**config.mk**
```make
export PLATFORM = sky130hd
export DESIGN_NAME = mips_multicycle_control_flat
export DESIGN_NICKNAME = d
export VERILOG_FILES = /design/src/rtl/mips_multicycle_control_if.sv /design/src/rtl/mips_multicycle_control.sv /design/src/flat_wrapper.sv
export SDC_FILE = /design/constraint.sdc
export NUM_CORES = 1
export LEC_CHECK = 0
export BUFFER_PORTS_ARGS = -buffer_cell sky130_fd_sc_hd__buf_4
export CORE_MARGIN = 2
export CORE_UTILIZATION = 40
export DETAILED_ROUTE_END_ITERATION = 16
export PLACE_DENSITY = 0.74
export SYNTH_ARGS = -nofsm -noshare
export SYNTH_HDL_FRONTEND = slang
export SYNTH_SLANG_ARGS = --single-unit
```
**constraint.sdc**
```tcl
create_clock -name clk -period 1.5 [get_ports clk]
set_input_delay 0.3 -clock clk [delete_from_list [all_inputs] [get_ports clk]]
set_output_delay 0.3 -clock clk [all_outputs]
set_load 0.02 [all_outputs]
```
**src/rtl/mips_multicycle_control_if.sv**
```systemverilog
// Control bundle between the multicycle MIPS controller and its datapath.
// master = controller side, slave = datapath (or bench) side.
interface mips_multicycle_control_if;
  logic [5:0] opcode;
  logic [5:0] funct;
  logic       zero;
  logic       memReady;
  logic       pcWrite;
  logic       IorD;
  logic       memWrite;
  logic       irWrite;
  logic       regDst;
  logic       memToReg;
  logic       regWrite;
  logic       aluSrcA;
  logic [1:0] aluSrcB;
  logic [1:0] pcSrc;
  logic [2:0] aluOp;
  logic       illegal;
  logic [3:0] state;

  modport master (
    input  opcode, funct, zero, memReady,
    output pcWrite, IorD, memWrite, irWrite, regDst, memToReg, regWrite,
           aluSrcA, aluSrcB, pcSrc, aluOp, illegal, state
  );

  modport slave (
    output opcode, funct, zero, memReady,
    input  pcWrite, IorD, memWrite, irWrite, regDst, memToReg, regWrite,
           aluSrcA, aluSrcB, pcSrc, aluOp, illegal, state
  );
endinterface

```
**src/rtl/mips_multicycle_control.sv**
```systemverilog
// Moore FSM sequencing the multicycle MIPS datapath, with embedded ALU decoder.
// 2-5 cycles per instruction; memReady=0 stalls in FETCH/MEMRD/MEMWR with outputs held.
module mips_multicycle_control (
  input  logic                              clk,
  input  logic                              reset,
  mips_multicycle_control_if.master         bus
);
  localparam logic [3:0] S_FETCH    = 4'd0;
  localparam logic [3:0] S_DECODE   = 4'd1;
  localparam logic [3:0] S_MEMADR   = 4'd2;
  localparam logic [3:0] S_MEMRD    = 4'd3;
  localparam logic [3:0] S_MEMWB    = 4'd4;
  localparam logic [3:0] S_MEMWR    = 4'd5;
  localparam logic [3:0] S_EXECUTE  = 4'd6;
  localparam logic [3:0] S_ALUWB    = 4'd7;
  localparam logic [3:0] S_BRANCH   = 4'd8;
  localparam logic [3:0] S_ADDIEXEC = 4'd9;
  localparam logic [3:0] S_ADDIWB   = 4'd10;
  localparam logic [3:0] S_JUMP     = 4'd11;

  localparam logic [5:0] OP_RTYPE = 6'b000000;
  localparam logic [5:0] OP_LW    = 6'b100011;
  localparam logic [5:0] OP_SW    = 6'b101011;
  localparam logic [5:0] OP_BEQ   = 6'b000100;
  localparam logic [5:0] OP_ADDI  = 6'b001000;
  localparam logic [5:0] OP_J     = 6'b000010;

  localparam logic [2:0] ALU_AND = 3'b000;
  localparam logic [2:0] ALU_OR  = 3'b001;
  localparam logic [2:0] ALU_ADD = 3'b010;
  localparam logic [2:0] ALU_SUB = 3'b110;
  localparam logic [2:0] ALU_SLT = 3'b111;

  logic [3:0] r_state;
  logic [3:0] w_next;
  logic       w_funct_ok;
  logic [2:0] w_funct_aluop;
  logic       w_instr_ok;

  always_comb begin
    w_funct_ok    = 1'b1;
    w_funct_aluop = ALU_ADD;
    case (bus.funct)
      6'b100000: w_funct_aluop = ALU_ADD;
      6'b100010: w_funct_aluop = ALU_SUB;
      6'b100100: w_funct_aluop = ALU_AND;
      6'b100101: w_funct_aluop = ALU_OR;
      6'b101010: w_funct_aluop = ALU_SLT;
      default:   w_funct_ok    = 1'b0;
    endcase
  end

  always_comb begin
    w_instr_ok = 1'b0;
    case (bus.opcode)
      OP_LW, OP_SW, OP_BEQ, OP_ADDI, OP_J: w_instr_ok = 1'b1;
      OP_RTYPE:                            w_instr_ok = w_funct_ok;
      default:                             w_instr_ok = 1'b0;
    endcase
  end

  always_ff @(posedge clk) begin
    if (reset) r_state <= S_FETCH;
    else       r_state <= w_next;
  end

  always_comb begin
    w_next = S_FETCH;
    case (r_state)
      S_FETCH:    w_next = bus.memReady ? S_DECODE : S_FETCH;
      S_DECODE: begin
        // Unsupported instructions fall straight back to FETCH without any write.
        if (!w_instr_ok)                                      w_next = S_FETCH;
        else if (bus.opcode == OP_LW || bus.opcode == OP_SW)  w_next = S_MEMADR;
        else if (bus.opcode == OP_RTYPE)                      w_next = S_EXECUTE;
        else if (bus.opcode == OP_BEQ)                        w_next = S_BRANCH;
        else if (bus.opcode == OP_ADDI)                       w_next = S_ADDIEXEC;
        else                                                  w_next = S_JUMP;
      end
      S_MEMADR:   w_next = (bus.opcode == OP_SW) ? S_MEMWR : S_MEMRD;
      S_MEMRD:    w_next = bus.memReady ? S_MEMWB : S_MEMRD;
      S_MEMWR:    w_next = bus.memReady ? S_FETCH : S_MEMWR;
      S_EXECUTE:  w_next = S_ALUWB;
      S_ADDIEXEC: w_next = S_ADDIWB;
      default:    w_next = S_FETCH;
    endcase
  end

  always_comb begin
    bus.pcWrite  = 1'b0;
    bus.IorD     = 1'b0;
    bus.memWrite = 1'b0;
    bus.irWrite  = 1'b0;
    bus.regDst   = 1'b0;
    bus.memToReg = 1'b0;
    bus.regWrite = 1'b0;
    bus.aluSrcA  = 1'b0;
    bus.aluSrcB  = 2'b00;
    bus.pcSrc    = 2'b00;
    bus.aluOp    = ALU_ADD;
    bus.illegal  = 1'b0;
    bus.state    = r_state;
    // Reset masks every strobe so an aborted instruction cannot write anything.
    if (!reset) begin
      case (r_state)
        S_FETCH: begin
          bus.aluSrcB = 2'b01;
          bus.irWrite = bus.memReady;
          bus.pcWrite = bus.memReady;
        end
        S_DECODE: begin
          bus.aluSrcB = 2'b11;
          bus.illegal = !w_instr_ok;
        end
        S_MEMADR: begin
          bus.aluSrcA = 1'b1;
          bus.aluSrcB = 2'b10;
        end
        S_MEMRD:  bus.IorD = 1'b1;
        S_MEMWB: begin
          bus.memToReg = 1'b1;
          bus.regWrite = 1'b1;
        end
        S_MEMWR: begin
          bus.IorD     = 1'b1;
          bus.memWrite = 1'b1;
        end
        S_EXECUTE: begin
          bus.aluSrcA = 1'b1;
          bus.aluOp   = w_funct_aluop;
        end
        S_ALUWB: begin
          bus.regDst   = 1'b1;
          bus.regWrite = 1'b1;
          bus.aluOp    = w_funct_aluop;
        end
        S_BRANCH: begin
          bus.aluSrcA = 1'b1;
          bus.aluOp   = ALU_SUB;
          bus.pcSrc   = 2'b01;
          bus.pcWrite = bus.zero;
        end
        S_ADDIEXEC: begin
          bus.aluSrcA = 1'b1;
          bus.aluSrcB = 2'b10;
        end
        S_ADDIWB: bus.regWrite = 1'b1;
        S_JUMP: begin
          bus.pcSrc   = 2'b10;
          bus.pcWrite = 1'b1;
        end
        default: ;
      endcase
    end
  end
endmodule

```
**src/flat_wrapper.sv**
```systemverilog
// flat-port wrapper written by rule: the top's interface ports become plain ports
module mips_multicycle_control_flat 
  (clk, reset, bus_opcode, bus_funct, bus_zero, bus_memReady, bus_pcWrite, bus_IorD, bus_memWrite, bus_irWrite, bus_regDst, bus_memToReg, bus_regWrite, bus_aluSrcA, bus_aluSrcB, bus_pcSrc, bus_aluOp, bus_illegal, bus_state);
  mips_multicycle_control_if bus_i ();
  input  logic clk;
  input  logic reset;
  input wire logic [$bits(bus_i.opcode)-1:0] bus_opcode;
  input wire logic [$bits(bus_i.funct)-1:0] bus_funct;
  input wire logic [$bits(bus_i.zero)-1:0] bus_zero;
  input wire logic [$bits(bus_i.memReady)-1:0] bus_memReady;
  output wire logic [$bits(bus_i.pcWrite)-1:0] bus_pcWrite;
  output wire logic [$bits(bus_i.IorD)-1:0] bus_IorD;
  output wire logic [$bits(bus_i.memWrite)-1:0] bus_memWrite;
  output wire logic [$bits(bus_i.irWrite)-1:0] bus_irWrite;
  output wire logic [$bits(bus_i.regDst)-1:0] bus_regDst;
  output wire logic [$bits(bus_i.memToReg)-1:0] bus_memToReg;
  output wire logic [$bits(bus_i.regWrite)-1:0] bus_regWrite;
  output wire logic [$bits(bus_i.aluSrcA)-1:0] bus_aluSrcA;
  output wire logic [$bits(bus_i.aluSrcB)-1:0] bus_aluSrcB;
  output wire logic [$bits(bus_i.pcSrc)-1:0] bus_pcSrc;
  output wire logic [$bits(bus_i.aluOp)-1:0] bus_aluOp;
  output wire logic [$bits(bus_i.illegal)-1:0] bus_illegal;
  output wire logic [$bits(bus_i.state)-1:0] bus_state;
  assign bus_i.opcode = bus_opcode;
  assign bus_i.funct = bus_funct;
  assign bus_i.zero = bus_zero;
  assign bus_i.memReady = bus_memReady;
  assign bus_pcWrite = bus_i.pcWrite;
  assign bus_IorD = bus_i.IorD;
  assign bus_memWrite = bus_i.memWrite;
  assign bus_irWrite = bus_i.irWrite;
  assign bus_regDst = bus_i.regDst;
  assign bus_memToReg = bus_i.memToReg;
  assign bus_regWrite = bus_i.regWrite;
  assign bus_aluSrcA = bus_i.aluSrcA;
  assign bus_aluSrcB = bus_i.aluSrcB;
  assign bus_pcSrc = bus_i.pcSrc;
  assign bus_aluOp = bus_i.aluOp;
  assign bus_illegal = bus_i.illegal;
  assign bus_state = bus_i.state;
  mips_multicycle_control u_core (.clk(clk), .reset(reset), .bus(bus_i));
endmodule
```
==> impl_metrics.yaml, run 1 <==
floorplanning:
  initial_utilization_pct: 44.0
  num_rows: 14
  die_w_um: 45.4
  io_pins: 36
  fp.dieH_um: 45.4
clock_network:
  clock-sinks: 4
  htreeDepth: 1
  cts_buffer_depth: 2
  cts_resized: 41
  cts_made_buffers: 3
  cts_setup_buffers: 16
  cts_hold_buf: 0
  cts_root_buffer: "clkbuf_4"
synth:
  syn_nets: 111
  synth.area.top_cells: "dfxtp_1, nand2b_1, a21oi_1"
  synthCells: 95
  avgSynthCellArea_sq_um: 7.22
  ys_seq_area_share_pct: 11.7
  synth.cell_area_sq_um: 686
  synth.distinct_cells: 41
  synth_top_area_share_pct: 11.7
  synth_seq_cells: 4
  async_flop_share_pct: 0
  synth_edf_count: 0
  synth-main-ff-cell: "dfxtp_1"
  ys_warn_count: 0
  yosysTopAreaCell: "dfxtp_1"
outcome:
  outcome: "stopped before the end"
  error_line: "[ERROR DPL-0038] Utilization greater than 100%, impossible to legalize"
  stop_stage: "4_1_cts"
place:
  dp.cells: 167
  place_congestion: 0.829
  port_buffers: 35
  hpwlAfterDp_mm: 1.93
cell usage after synthesis (all sizes together) (2+ instances only):
cell type / number
nand2b: 7
and3b: 2
nor2: 6
nand4: 2
xor2: 2
inv: 2
o21ai: 4
a21oi: 8
buf: 2
nor2b: 2
o21bai: 3
nor3b: 3
a311oi: 2
nor4b: 3
o21a: 2
mux2i: 2
nor4: 5
clkbuf: 7
dfxtp: 4
nor3: 7
or2: 2
o31a: 2
or3b: 2
metrics by stage:
stage	worst slack, ps	hold slack (ps)	cell area, sq um	TNS, ps
3_5_place_dp	-338	508	1290	-922
3_3_place_gp	-327	508	1290	-816
2_1_floorplan	-202	514	877	-277
cells by family after synthesis:
group	synth area share, %
buf+inv	8.21
compound gates	28.6
flops	11.7
xor+xnor	3.83
mux	4.56
simple gates	43.1
==> inputs of run 2 (changes only) <==
- CORE_AREA: unset -> 2 2 63 65
- CORE_MARGIN: 2 -> unset
- CORE_UTILIZATION: 40 -> unset
- DIE_AREA: unset -> 0 0 65 67
- PLACE_DENSITY: 0.74 -> unset
- PLACE_DENSITY_LB_ADDON: unset -> 0.15
- clock period: 1.5 -> 2 ns (I/O delays scaled with it)
==> run 2 against run 1 <==
Against the previous run: the flow now finishes, with violations (setup timing); synthesized cell count is the same; synthesized area did not move.
==> impl_metrics.yaml, run 2 <==
global_routing:
  antenna_found_initial: 0
  track_usage_pct: 11.5
  grt_pass1_wl_mm: 3.89
  grt_pass1_vias: 812
  grt_max_degree: 13
  grt_overflow: 0
synth:
  synth_commonest_cells: "a21oi_1, clkbuf_1, nand2b_1, nor3_1, nor2_1"
  synthCells: 95
  synth_edf_count: 0
  synth_seq_cells: 4
  syn_nets: 111
  synthAdderAreaFrac_pct: 0
  avgSynthCellArea_sq_um: 7.22
  yosysTopAreaCell: "dfxtp_1"
  yosys.area_share.simple_pct: 43.1
  synth-main-ff-cell: "dfxtp_1"
  ys_warn_count: 0
  synth.area.top_cells: "dfxtp_1, nand2b_1, a21oi_1"
  synth.distinct_cells: 41
  synthXorXnorAreaFrac_pct: 3.83
  synth_compound_area_share_pct: 28.6
  synth_top_family_by_area: "simple AND/OR/NAND/NOR gates"
  synthMuxAreaShare_pct: 4.56
  async_flop_share_pct: 0
  synth_top_area_share_pct: 11.7
  ys_seq_area_share_pct: 11.7
  synth.cell_area_sq_um: 686
clock_network:
  clock_latency_ps: 220
  htreeDepth: 1
  cts_buffer_depth: 2
  clkTransAtPathRegs_ps: 30
  cts_root_buffer: "clkbuf_8"
  cts_hold_buf: 0
  clock-sinks: 4
  cts_tree: "built"
  cts_made_buffers: 3
route:
  vias: 864
  finalWirelength_mm: 2.36
  wl_per_cell_um: 13.0
  drt-initial-drc-count: 36
  ant_nets: 0
  dr.pass1.iters: 4
  viasPerCell: 4.77
  remaining_drc_errors: 0
worst_setup_path:
  cpMaxStageDelayCell: "or3_1"
  worstSetupPathType: "input pin to primary output"
  cp_cell_sequence: "buf_4 > or3_1 > or2_1 > a21oi_1 > a2111oi_2 > buf_4"
  worstSetupStartpointType: "input pin"
  cp-end-kind: "primary output"
  crit_top_cell: "buf_4"
  ff2ff_path_depth: 4
  crit_path_max_fanout: 8
  worstPathRequired_ps: 1600
  cpPeakStageDelay_ps: 380
  crit_arrival_ps: 1610
final_layout:
  area_delta_synth_final_pct: 60.8
  stdcell_count: 181
  diodes: 0
  multi_input_area_sq_um: 581
  layout_commonest_cell: "buf_4"
  final_cell_mix: "buf_4, nand2b_1, a21oi_1"
  drive_gt1_share_pct: 45.1
  largest_register_ffs: 4
  finalNetCount: 151
  num-fill-cells: 396
  seqCellArea_sq_um: 82.6
pwr:
  powerDensity_nw_per_um2: 354
  peakVddDrop_mv: 0.103
  power.total_mw: 0.390
  p_leak_nw: 0.463
sta:
  max_freq_mhz: 497
  drv_slew: 0
  holdWs_ps: 469
  clock_skew_ps: 1.65
  setup_viol: 1
  fin_crit_sh_pct: 101
  rsz0062_at_grt: "true"
  setup_slack_ps: -11.9
  hold_viol_final: 0
  worstMarginPinSlew_ps: 378
  post-route-min-period_ps: 2010
  max-slew-margin-rel_pct: 74.4
place:
  place_congestion: 0.764
  hpwlAfterDp_mm: 1.82
  place_ws_ps: 5.96
  port_buffers: 35
  dp.cells: 176
hold_path:
  min_path_cells: 2
  hp-class: "input pin to flop"
floorplanning:
  core_area_sq_um: 3610
  io_pins: 36
  initial_utilization_pct: 19.0
  die_w_um: 65
  num_rows: 22
  die_area_sq_um: 4360
  fp.dieH_um: 67
job:
  cap_viol_max_count: 0
outcome:
  outcome: "complete, but fails checks"
  violations: "setup timing"
==> run 2: cell counts after synthesis <==
Identical to the previous run, type by type.
==> run 2: per-layer routing <==
layer	GRT usage [%]	routed length [um]	vias up
li1	-	-	437
met1	14.7	1150	392
met2	19.1	1050	30
met3	0.676	106	5
met4	6.91	58	0
met5	0	0	-
==> run 2: kinds of logic (layout without fill, tap and decap cells) <==
logic type	Yosys count	count (layout)
simple gates	46	46
compound gates	28	28
buf+inv	11	49
flops	4	4
xor+xnor	3	3
mux	3	3
==> run 2: per-stage QoR <==
stage | setup TNS [ps] | cell area, sq um | util [%]
2_1_floorplan | -81.9 | 717 | -
3_3_place_gp | -26.6 | 1040 | 28.9
3_5_place_dp | 0 | 1040 | 28.9
4_1_cts | 0 | 1090 | 30.3
5_1_grt | -80.0 | 1100 | 30.6
6_report | -11.9 | 1100 | 30.6
==> run 2: area by class of cell <==
cell class | instances | area share, %
Inverter | 2 | 0.681
Clock buffer | 3 | 3.75
Timing Repair Buffer | 44 | 30.0
Tap cell | 48 | 5.45
Multi-Input combinational cell | 80 | 52.7
Sequential cell | 4 | 7.49
==> run 2: path summary, 6_finish.rpt <==
kind / slack, ps / endpoint / from
max: -10 / bus_illegal / bus_opcode[1]
min: 470 / u_core.bus.state[3]$_SDFF_PP0_ / reset
max reg2reg: 220 / u_core.bus.state[0]$_SDFF_PP0_ / u_core.bus.state[1]$_SDFF_PP0_
min reg2reg: 660 / u_core.bus.state[0]$_SDFF_PP0_ / u_core.bus.state[3]$_SDFF_PP0_
==> run 2: report_power, final <==
part	total, mW	switching, mW	leakage (nW)	internal (mW)
Sequential	0.0860	0.00358	0.0335	0.0824
Combinational	0.131	0.0671	0.408	0.0638
Clock	0.173	0.0448	0.0216	0.129
Total	0.390	0.115	0.463	0.275
==> run 2: worst max-delay path, delay by kind of cell <==
family | cells | cell delay, ps
simple gates | 2 | 620
buf+inv | 2 | 320
compound gates | 2 | 280
==> run 2: repair_timing <==
item | in CTS | in global routing
endpoints found under the setup margin | 1 | 4
gates resized for setup | 0 | 2
setup buffers | 1 | 1
No activity file was read; power rests on OpenSTA's default activity.
